==> src/rtl/ariele_xbar_4x4.sv <==
// ariele_xbar_4x4: 4-master x 4-slave crossbar for a req/ack/resp memory bus.
//
// Ports:
//   clk_i, rst_i            clock, synchronous active-high reset
//   mN_req_i/mN_ack_o       master N request valid / accepted this cycle
//   mN_addr_bi, mN_we_i,
//   mN_wdata_bi             master N address, write enable, write data
//   mN_resp_o/mN_rdata_bo   read response pulse and its data to master N
//   sM_req_o/sM_ack_i       request to slave M / slave M accepts
//   sM_addr_bo, sM_we_o,
//   sM_wdata_bo             forwarded request fields (0 when no grant)
//   sM_resp_i/sM_rdata_bi   slave M read response and data
//
// The slave is selected by addr[31:30]. Each slave has a round-robin arbiter
// and a FIFO of master IDs so read responses are routed back in issue order.
// A master with reads outstanding may only talk to the slave holding them,
// which keeps its responses in order without any reorder buffer.
module ariele_xbar_4x4 #(
  parameter int TRANS_BUFSIZE = 4
) (
  input  logic        clk_i,
  input  logic        rst_i,
  input  logic        m0_req_i,
  output logic        m0_ack_o,
  input  logic [31:0] m0_addr_bi,
  input  logic        m0_we_i,
  input  logic [31:0] m0_wdata_bi,
  output logic        m0_resp_o,
  output logic [31:0] m0_rdata_bo,
  input  logic        m1_req_i,
  output logic        m1_ack_o,
  input  logic [31:0] m1_addr_bi,
  input  logic        m1_we_i,
  input  logic [31:0] m1_wdata_bi,
  output logic        m1_resp_o,
  output logic [31:0] m1_rdata_bo,
  input  logic        m2_req_i,
  output logic        m2_ack_o,
  input  logic [31:0] m2_addr_bi,
  input  logic        m2_we_i,
  input  logic [31:0] m2_wdata_bi,
  output logic        m2_resp_o,
  output logic [31:0] m2_rdata_bo,
  input  logic        m3_req_i,
  output logic        m3_ack_o,
  input  logic [31:0] m3_addr_bi,
  input  logic        m3_we_i,
  input  logic [31:0] m3_wdata_bi,
  output logic        m3_resp_o,
  output logic [31:0] m3_rdata_bo,
  output logic        s0_req_o,
  input  logic        s0_ack_i,
  output logic [31:0] s0_addr_bo,
  output logic        s0_we_o,
  output logic [31:0] s0_wdata_bo,
  input  logic        s0_resp_i,
  input  logic [31:0] s0_rdata_bi,
  output logic        s1_req_o,
  input  logic        s1_ack_i,
  output logic [31:0] s1_addr_bo,
  output logic        s1_we_o,
  output logic [31:0] s1_wdata_bo,
  input  logic        s1_resp_i,
  input  logic [31:0] s1_rdata_bi,
  output logic        s2_req_o,
  input  logic        s2_ack_i,
  output logic [31:0] s2_addr_bo,
  output logic        s2_we_o,
  output logic [31:0] s2_wdata_bo,
  input  logic        s2_resp_i,
  input  logic [31:0] s2_rdata_bi,
  output logic        s3_req_o,
  input  logic        s3_ack_i,
  output logic [31:0] s3_addr_bo,
  output logic        s3_we_o,
  output logic [31:0] s3_wdata_bo,
  input  logic        s3_resp_i,
  input  logic [31:0] s3_rdata_bi
);

  localparam int CW = $clog2(TRANS_BUFSIZE + 1);
  localparam int PW = (TRANS_BUFSIZE > 1) ? $clog2(TRANS_BUFSIZE) : 1;

  logic [3:0]  m_req, m_we, s_ack, s_resp;
  logic [31:0] m_addr [4];
  logic [31:0] m_wdata [4];
  logic [31:0] s_rdata [4];

  assign m_req = {m3_req_i, m2_req_i, m1_req_i, m0_req_i};
  assign m_we  = {m3_we_i, m2_we_i, m1_we_i, m0_we_i};
  assign s_ack  = {s3_ack_i, s2_ack_i, s1_ack_i, s0_ack_i};
  assign s_resp = {s3_resp_i, s2_resp_i, s1_resp_i, s0_resp_i};
  assign m_addr  = '{m0_addr_bi, m1_addr_bi, m2_addr_bi, m3_addr_bi};
  assign m_wdata = '{m0_wdata_bi, m1_wdata_bi, m2_wdata_bi, m3_wdata_bi};
  assign s_rdata = '{s0_rdata_bi, s1_rdata_bi, s2_rdata_bi, s3_rdata_bi};

  // Per-master outstanding-read tracking
  logic [CW-1:0] cnt_q [4];
  logic [CW-1:0] cnt_d [4];
  logic [1:0]    cur_q [4];
  logic [1:0]    cur_d [4];
  // Per-slave arbitration pointer and master-ID response FIFO
  logic [1:0]    ptr_q [4];
  logic [1:0]    ptr_d [4];
  logic [1:0]    fifo_mem_q [4][TRANS_BUFSIZE];
  logic [1:0]    fifo_mem_d [4][TRANS_BUFSIZE];
  logic [PW-1:0] rd_q [4];
  logic [PW-1:0] rd_d [4];
  logic [PW-1:0] wr_q [4];
  logic [PW-1:0] wr_d [4];
  logic [CW-1:0] fcnt_q [4];
  logic [CW-1:0] fcnt_d [4];

  logic [3:0]  elig [4];
  logic [1:0]  gnt_idx [4];
  logic [1:0]  rr_idx;
  logic [3:0]  gnt_vld, hs, rd_push, resp_vld;
  logic [3:0]  m_ack, m_resp, m_rd_hs, s_req, s_we;
  logic [31:0] m_rdata [4];
  logic [31:0] s_addr [4];
  logic [31:0] s_wdata [4];

  // Eligibility and round-robin grant. A full slave FIFO still accepts a
  // read when a response pops it in the same cycle; the per-master limit
  // has no such exception.
  always_comb begin
    rr_idx = 2'd0;
    for (int m = 0; m < 4; m++) begin
      elig[m]    = 4'b0;
      gnt_vld[m] = 1'b0;
      gnt_idx[m] = 2'd0;
      for (int n = 0; n < 4; n++) begin
        elig[m][n] = m_req[n] && (m_addr[n][31:30] == 2'(m)) &&
                     ((cnt_q[n] == '0) || (cur_q[n] == 2'(m))) &&
                     (m_we[n] || ((cnt_q[n] != CW'(TRANS_BUFSIZE)) &&
                      ((fcnt_q[m] != CW'(TRANS_BUFSIZE)) || s_resp[m])));
      end
      // Scanning from lowest to highest priority leaves the highest winner.
      for (int k = 3; k >= 0; k--) begin
        rr_idx = ptr_q[m] + 2'(k);
        if (elig[m][rr_idx]) begin
          gnt_vld[m] = 1'b1;
          gnt_idx[m] = rr_idx;
        end
      end
    end
  end

  // Request forwarding, acks and response routing; all forced to 0 in reset.
  always_comb begin
    m_ack   = 4'b0;
    m_rd_hs = 4'b0;
    m_resp  = 4'b0;
    for (int n = 0; n < 4; n++) m_rdata[n] = 32'h0;
    for (int m = 0; m < 4; m++) begin
      s_req[m]    = gnt_vld[m] && !rst_i;
      hs[m]       = s_req[m] && s_ack[m];
      rd_push[m]  = hs[m] && !m_we[gnt_idx[m]];
      resp_vld[m] = s_resp[m] && (fcnt_q[m] != '0) && !rst_i;
      s_addr[m]   = s_req[m] ? m_addr[gnt_idx[m]] : 32'h0;
      s_wdata[m]  = s_req[m] ? m_wdata[gnt_idx[m]] : 32'h0;
      s_we[m]     = s_req[m] ? m_we[gnt_idx[m]] : 1'b0;
      for (int n = 0; n < 4; n++) begin
        if (hs[m] && (gnt_idx[m] == 2'(n))) begin
          m_ack[n]   = 1'b1;
          m_rd_hs[n] = !m_we[n];
        end
        if (resp_vld[m] && (fifo_mem_q[m][rd_q[m]] == 2'(n))) begin
          m_resp[n]  = 1'b1;
          m_rdata[n] = s_rdata[m];
        end
      end
    end
  end

  // Next-state for master counters, arbitration pointers and FIFOs.
  always_comb begin
    for (int n = 0; n < 4; n++) begin
      cnt_d[n] = cnt_q[n];
      cur_d[n] = cur_q[n];
      if (m_rd_hs[n]) cur_d[n] = m_addr[n][31:30];
      if (m_rd_hs[n] && !m_resp[n]) cnt_d[n] = cnt_q[n] + CW'(1);
      else if (!m_rd_hs[n] && m_resp[n] && (cnt_q[n] != '0)) cnt_d[n] = cnt_q[n] - CW'(1);
    end
    for (int m = 0; m < 4; m++) begin
      ptr_d[m]      = hs[m] ? (gnt_idx[m] + 2'd1) : ptr_q[m];
      fifo_mem_d[m] = fifo_mem_q[m];
      wr_d[m]       = wr_q[m];
      rd_d[m]       = rd_q[m];
      fcnt_d[m]     = fcnt_q[m];
      if (rd_push[m]) begin
        fifo_mem_d[m][wr_q[m]] = gnt_idx[m];
        wr_d[m] = (wr_q[m] == PW'(TRANS_BUFSIZE - 1)) ? '0 : wr_q[m] + PW'(1);
      end
      if (resp_vld[m]) begin
        rd_d[m] = (rd_q[m] == PW'(TRANS_BUFSIZE - 1)) ? '0 : rd_q[m] + PW'(1);
      end
      if (rd_push[m] && !resp_vld[m]) fcnt_d[m] = fcnt_q[m] + CW'(1);
      else if (!rd_push[m] && resp_vld[m]) fcnt_d[m] = fcnt_q[m] - CW'(1);
    end
  end

  always_ff @(posedge clk_i) begin
    if (rst_i) begin
      for (int i = 0; i < 4; i++) begin
        cnt_q[i]  <= '0;
        cur_q[i]  <= 2'd0;
        ptr_q[i]  <= 2'd0;
        rd_q[i]   <= '0;
        wr_q[i]   <= '0;
        fcnt_q[i] <= '0;
        for (int j = 0; j < TRANS_BUFSIZE; j++) fifo_mem_q[i][j] <= 2'd0;
      end
    end else begin
      cnt_q      <= cnt_d;
      cur_q      <= cur_d;
      ptr_q      <= ptr_d;
      rd_q       <= rd_d;
      wr_q       <= wr_d;
      fcnt_q     <= fcnt_d;
      fifo_mem_q <= fifo_mem_d;
    end
  end

  assign {m3_ack_o, m2_ack_o, m1_ack_o, m0_ack_o}     = m_ack;
  assign {m3_resp_o, m2_resp_o, m1_resp_o, m0_resp_o} = m_resp;
  assign m0_rdata_bo = m_rdata[0];
  assign m1_rdata_bo = m_rdata[1];
  assign m2_rdata_bo = m_rdata[2];
  assign m3_rdata_bo = m_rdata[3];
  assign {s3_req_o, s2_req_o, s1_req_o, s0_req_o} = s_req;
  assign {s3_we_o, s2_we_o, s1_we_o, s0_we_o}     = s_we;
  assign s0_addr_bo  = s_addr[0];
  assign s1_addr_bo  = s_addr[1];
  assign s2_addr_bo  = s_addr[2];
  assign s3_addr_bo  = s_addr[3];
  assign s0_wdata_bo = s_wdata[0];
  assign s1_wdata_bo = s_wdata[1];
  assign s2_wdata_bo = s_wdata[2];
  assign s3_wdata_bo = s_wdata[3];

endmodule

==> config.mk <==
export PLATFORM = sky130hd
export DESIGN_NAME = ariele_xbar_4x4
export DESIGN_NICKNAME = d
export VERILOG_FILES = /design/src/rtl/ariele_xbar_4x4.sv
export SDC_FILE = /design/constraint.sdc
export NUM_CORES = 1
export LEC_CHECK = 0
export CORE_AREA = 2 2 309 311
export DETAILED_ROUTE_END_ITERATION = 8
export DIE_AREA = 0 0 311 313
export PLACE_DENSITY = 0.54
export SKIP_LAST_GASP = 1
export SLEW_MARGIN = 30
export SYNTH_ARGS = -nofsm -noshare
export SYNTH_HDL_FRONTEND = slang
export SYNTH_SLANG_ARGS = --single-unit
==> constraint.sdc <==
create_clock -name clk_i -period 4.6 [get_ports clk_i]
set_input_delay 0.92 -clock clk_i [delete_from_list [all_inputs] [get_ports clk_i]]
set_output_delay 0.92 -clock clk_i [all_outputs]
set_load 0.005 [all_outputs]
==> flow_metrics.tcl <==
set metrics [dict create \
    final_cell_mix "521 x clkdlybuf4s50_1, 392 x buf_4, 255 x nand2_1" \
    synthFlopType "dfxtp_1" \
    tritoncts "yes" \
    grt_pass1_wl_um 176000 \
    path_buf_inv 8 \
    cts_root_buf "clkbuf_16" \
    layout_commonest_cell "clkdlybuf4s50_1" \
    hold_viol 0 \
    placed_area_um2 29300 \
    p_per_area_nw_per_um2 204 \
    die_area_um2 97300 \
    cpMostUsedCell "buf_6" \
    clock_skew_ns 0.0117 \
    hold_end "fifo_mem_q[18]" \
    fmax_ghz 0.209 \
    portBuffers 797 \
    via_per_inst 5.39 \
    violations "setup timing" \
    fin_nets 4013 \
    drtPass1Iterations 7 \
    cts_buffer_depth 2 \
    num_vias 26125 \
    clock-sinks 88 \
    design_area_um2 34700 \
    synthDistinctLibCells 86 \
    worst_slack_ns -0.193 \
    status "finished, violations left" \
    crit_start "s3_resp_i" \
    worst_pin_slew_ns 0.882 \
    pre_cts_slack_ns -1.16 \
    drt_iter0_markers 2628 \
    path_cells "buf_6 > or4b_4 > a21oi_2 > a2111o_1 > buf_6 > o22ai_2 > nand2_1 > o211ai_1 > clkbuf_16 > buf_12 > buf_12 > buf_8 > ha_4 > a22o_1 > a221oi_4 > inv_2 > buf_6" \
    dp_hpwl_um 88600 \
    crit_slowest_cell "or4b_4" \
    ctsHoldBuffers 0 \
    rrSetupSlack_ns 0.22 \
    required_ns 3.68 \
    synth-seq-area-share 0.104 \
    power_mw 7.06 \
    end_kind "primary output" \
    post-route-util 0.368 \
    grt_pass1_vias 24914 \
    clk_latency_ns 0.36 \
    clkSlewWorstSetupHoldPaths_ns 0.06 \
    p_int_mw 4.01 \
    synth-seq-cells 88 \
    maxSlewHeadroom 0.406 \
    drv_cap 0 \
    num_rows 113 \
    post-route-min-period_ns 4.79 \
    r2r_end "cnt_q[11]" \
    antenna_found_initial 12 \
    fillers 9712 \
    critPathMaxStageDelay_ns 0.58 \
    start_kind "input port" \
    slew_viol_final 0 \
    async_flop_share 0 \
    die_w_um 311 \
    p_clk_frac 0.134 \
    rr_startpoint "cnt_q[9]" \
    drive_gt1_frac 0.323 \
    placed_cells 4608 \
    ir_drop_mv 0.214 \
    cp.arrival_ns 3.87 \
    hold_start "fifo_mem_q[18]" \
    swShare 0.433 \
    yosysWarnings 0 \
    rr_worst_depth 21 \
    die_height_um 313 \
    core-area_um2 94200 \
    io_pins 802 \
    cts_buffers 9 \
    leakage_nw 13.5 \
    htree_levels 3 \
    gr-total-overflow 0 \
    seqPwrFrac 0.127 \
    grt_usage 0.240 \
    p_switching_mw 3.05 \
    final_cells 4849 \
    wl_um 128000 \
    critPathTopFamily "compound AO/OA/AOI/OAI gates" \
    drtAntennaViolNets 0 \
    synth_edf_count 0 \
    netlist_instances 2425 \
    hp-class "flop to flop" \
    setup-violations-final 62 \
    floorplan.initialDensity 0.180 \
    syn_to_final_growth_pct 104 \
    avgSynthCellArea_um2 7.00 \
    fin_crit_sh 1.04 \
    drc_errors 0 \
    power_frac_comb 0.739 \
    crit_fanout 4 \
    rsz0062_at_grt "yes" \
    syn_area_um2 17000 \
    whs_path_depth 2 \
    setup.worst_path.class "input port to primary output" \
    avgRoutedWirePerCell_um 26.4 \
    grt_start_max_net_pins 66 \
    globalplace.congestion 0.967 \
]
==> sequential cells by signal (all words and copies together) (netlist names) <==
register / cells
cnt_q: 12
cur_q: 8
fcnt_q: 12
fifo_mem_q: 32
ptr_q: 8
rd_q: 8
wr_q: 8
==> how the worst max path moves through the flow <==
stage / to / cells after the start
floorplan: cnt_q[5] / 17
global placement: s3_wdata_bo[30] / 12
detailed placement: s3_wdata_bo[30] / 12
CTS: s3_wdata_bo[30] / 14
global route: m0_ack_o / 17
finish: m0_ack_o / 17
==> repair_timing <==
action | in CTS | in global routing
gates resized for setup | 701 | 524
endpoints found under the setup margin | 266 | 237
endpoints found under the hold margin | 0 | 0
pin swaps | 122 | 139
gates cloned | 35 | 15
buffers inserted | 137 | 76
==> routing by layer <==
metal | share of wire | GRT usage | wire [um] | vias up
li1 | - | - | - | 11662
met5 | 0.00034 | 0 | 44 | -
met1 | 0.40 | 0.298 | 50600 | 12569
met4 | 0.060 | 0.114 | 7670 | 8
met2 | 0.46 | 0.403 | 59600 | 1565
met3 | 0.080 | 0.0424 | 10200 | 321
==> power by group through the flow <==
stage	clock network (mW)	logic, mW	registers [mW]
after CTS	0.964	4.74	0.896
final	0.944	5.22	0.900
after global routing	0.990	5.46	0.912
after floorplan	0	1.58	0.895
after global placement	0	3.99	0.910
after detailed placement	0	3.99	0.912
==> kinds of logic after synthesis <==
kind of cell | share of synthesized area
other | 0.000221
xor gates and xnor gates | 0.00413
muxes | 0.178
adders and majority gates | 0.0330
DFF | 0.104
buffers and inverters | 0.0732
and+or+nand+nor | 0.171
AOI/OAI and AO/OA | 0.437
==> layout make-up <==
type / instances / area (um^2) / area share
clock inverters: 7 / 149 / 0.00429
repair buffers: 1388 / 14300 / 0.413
flip-flops and latches: 88 / 1760 / 0.0508
repair inverters: 1 / 16.3 / 0.000469
inverters: 58 / 234 / 0.00675
well taps: 1265 / 1580 / 0.0457
clock buffers: 9 / 225 / 0.00650
multi-input cells: 2025 / 16300 / 0.472
diodes: 8 / 20.0 / 0.000577
==> synth_stat cells, types with 7 or more instances <==
| library cell | instances | area share |
|---|---|---|
| a22oi_1 | 98 | 0.043 |
| buf_2 | 30 | 0.0088 |
| a221o_1 | 33 | 0.019 |
| o21ai_0 | 256 | 0.075 |
| and3_1 | 12 | 0.0044 |
| o211ai_1 | 11 | 0.0049 |
| a31o_2 | 11 | 0.0057 |
| fa_1 | 8 | 0.0094 |
| clkbuf_1 | 209 | 0.046 |
| dfxtp_1 | 88 | 0.10 |
| and2_1 | 71 | 0.026 |
| nand3_1 | 14 | 0.0041 |
| nor3_1 | 24 | 0.0071 |
| o31ai_1 | 10 | 0.0044 |
| mux2i_1 | 279 | 0.16 |
| or3_1 | 10 | 0.0037 |
| mux4_2 | 8 | 0.011 |
| nand2_1 | 265 | 0.059 |
| a211oi_1 | 256 | 0.11 |
| nor3b_1 | 7 | 0.0031 |
| nor2b_1 | 65 | 0.024 |
| a21oi_1 | 197 | 0.058 |
| buf_1 | 12 | 0.0027 |
| ha_1 | 32 | 0.024 |
| nor2_1 | 92 | 0.020 |
| xor2_1 | 8 | 0.0041 |
| o221ai_1 | 127 | 0.066 |
| inv_1 | 53 | 0.012 |
==> worst reg2reg max path, cell delays in order (launching register included) <==
cell,delay [ns]
dfxtp_1,0.43
or3b_1,0.37
a21oi_2,0.10
or4_4,0.44
buf_6,0.14
o22ai_2,0.16
a21oi_4,0.08
o22ai_4,0.27
buf_6,0.15
buf_6,0.10
buf_12,0.10
buf_6,0.15
ha_2,0.19
a22o_1,0.17
a221oi_4,0.06
buf_4,0.15
buf_4,0.14
nor3_1,0.22
inv_1,0.09
fa_1,0.37
mux2_2,0.29
mux2i_1,0.12
==> stage by stage <==
step	hold WS (ns)	setup TNS (ns)
after floorplan	0.425	0
final	0.464	-3.55
after global routing	0.486	-9.42
after detailed placement	0.452	-136.79
after CTS	0.466	-6.97
after global placement	0.448	-133.64
Note: power is estimated with default switching activity, not from simulation.
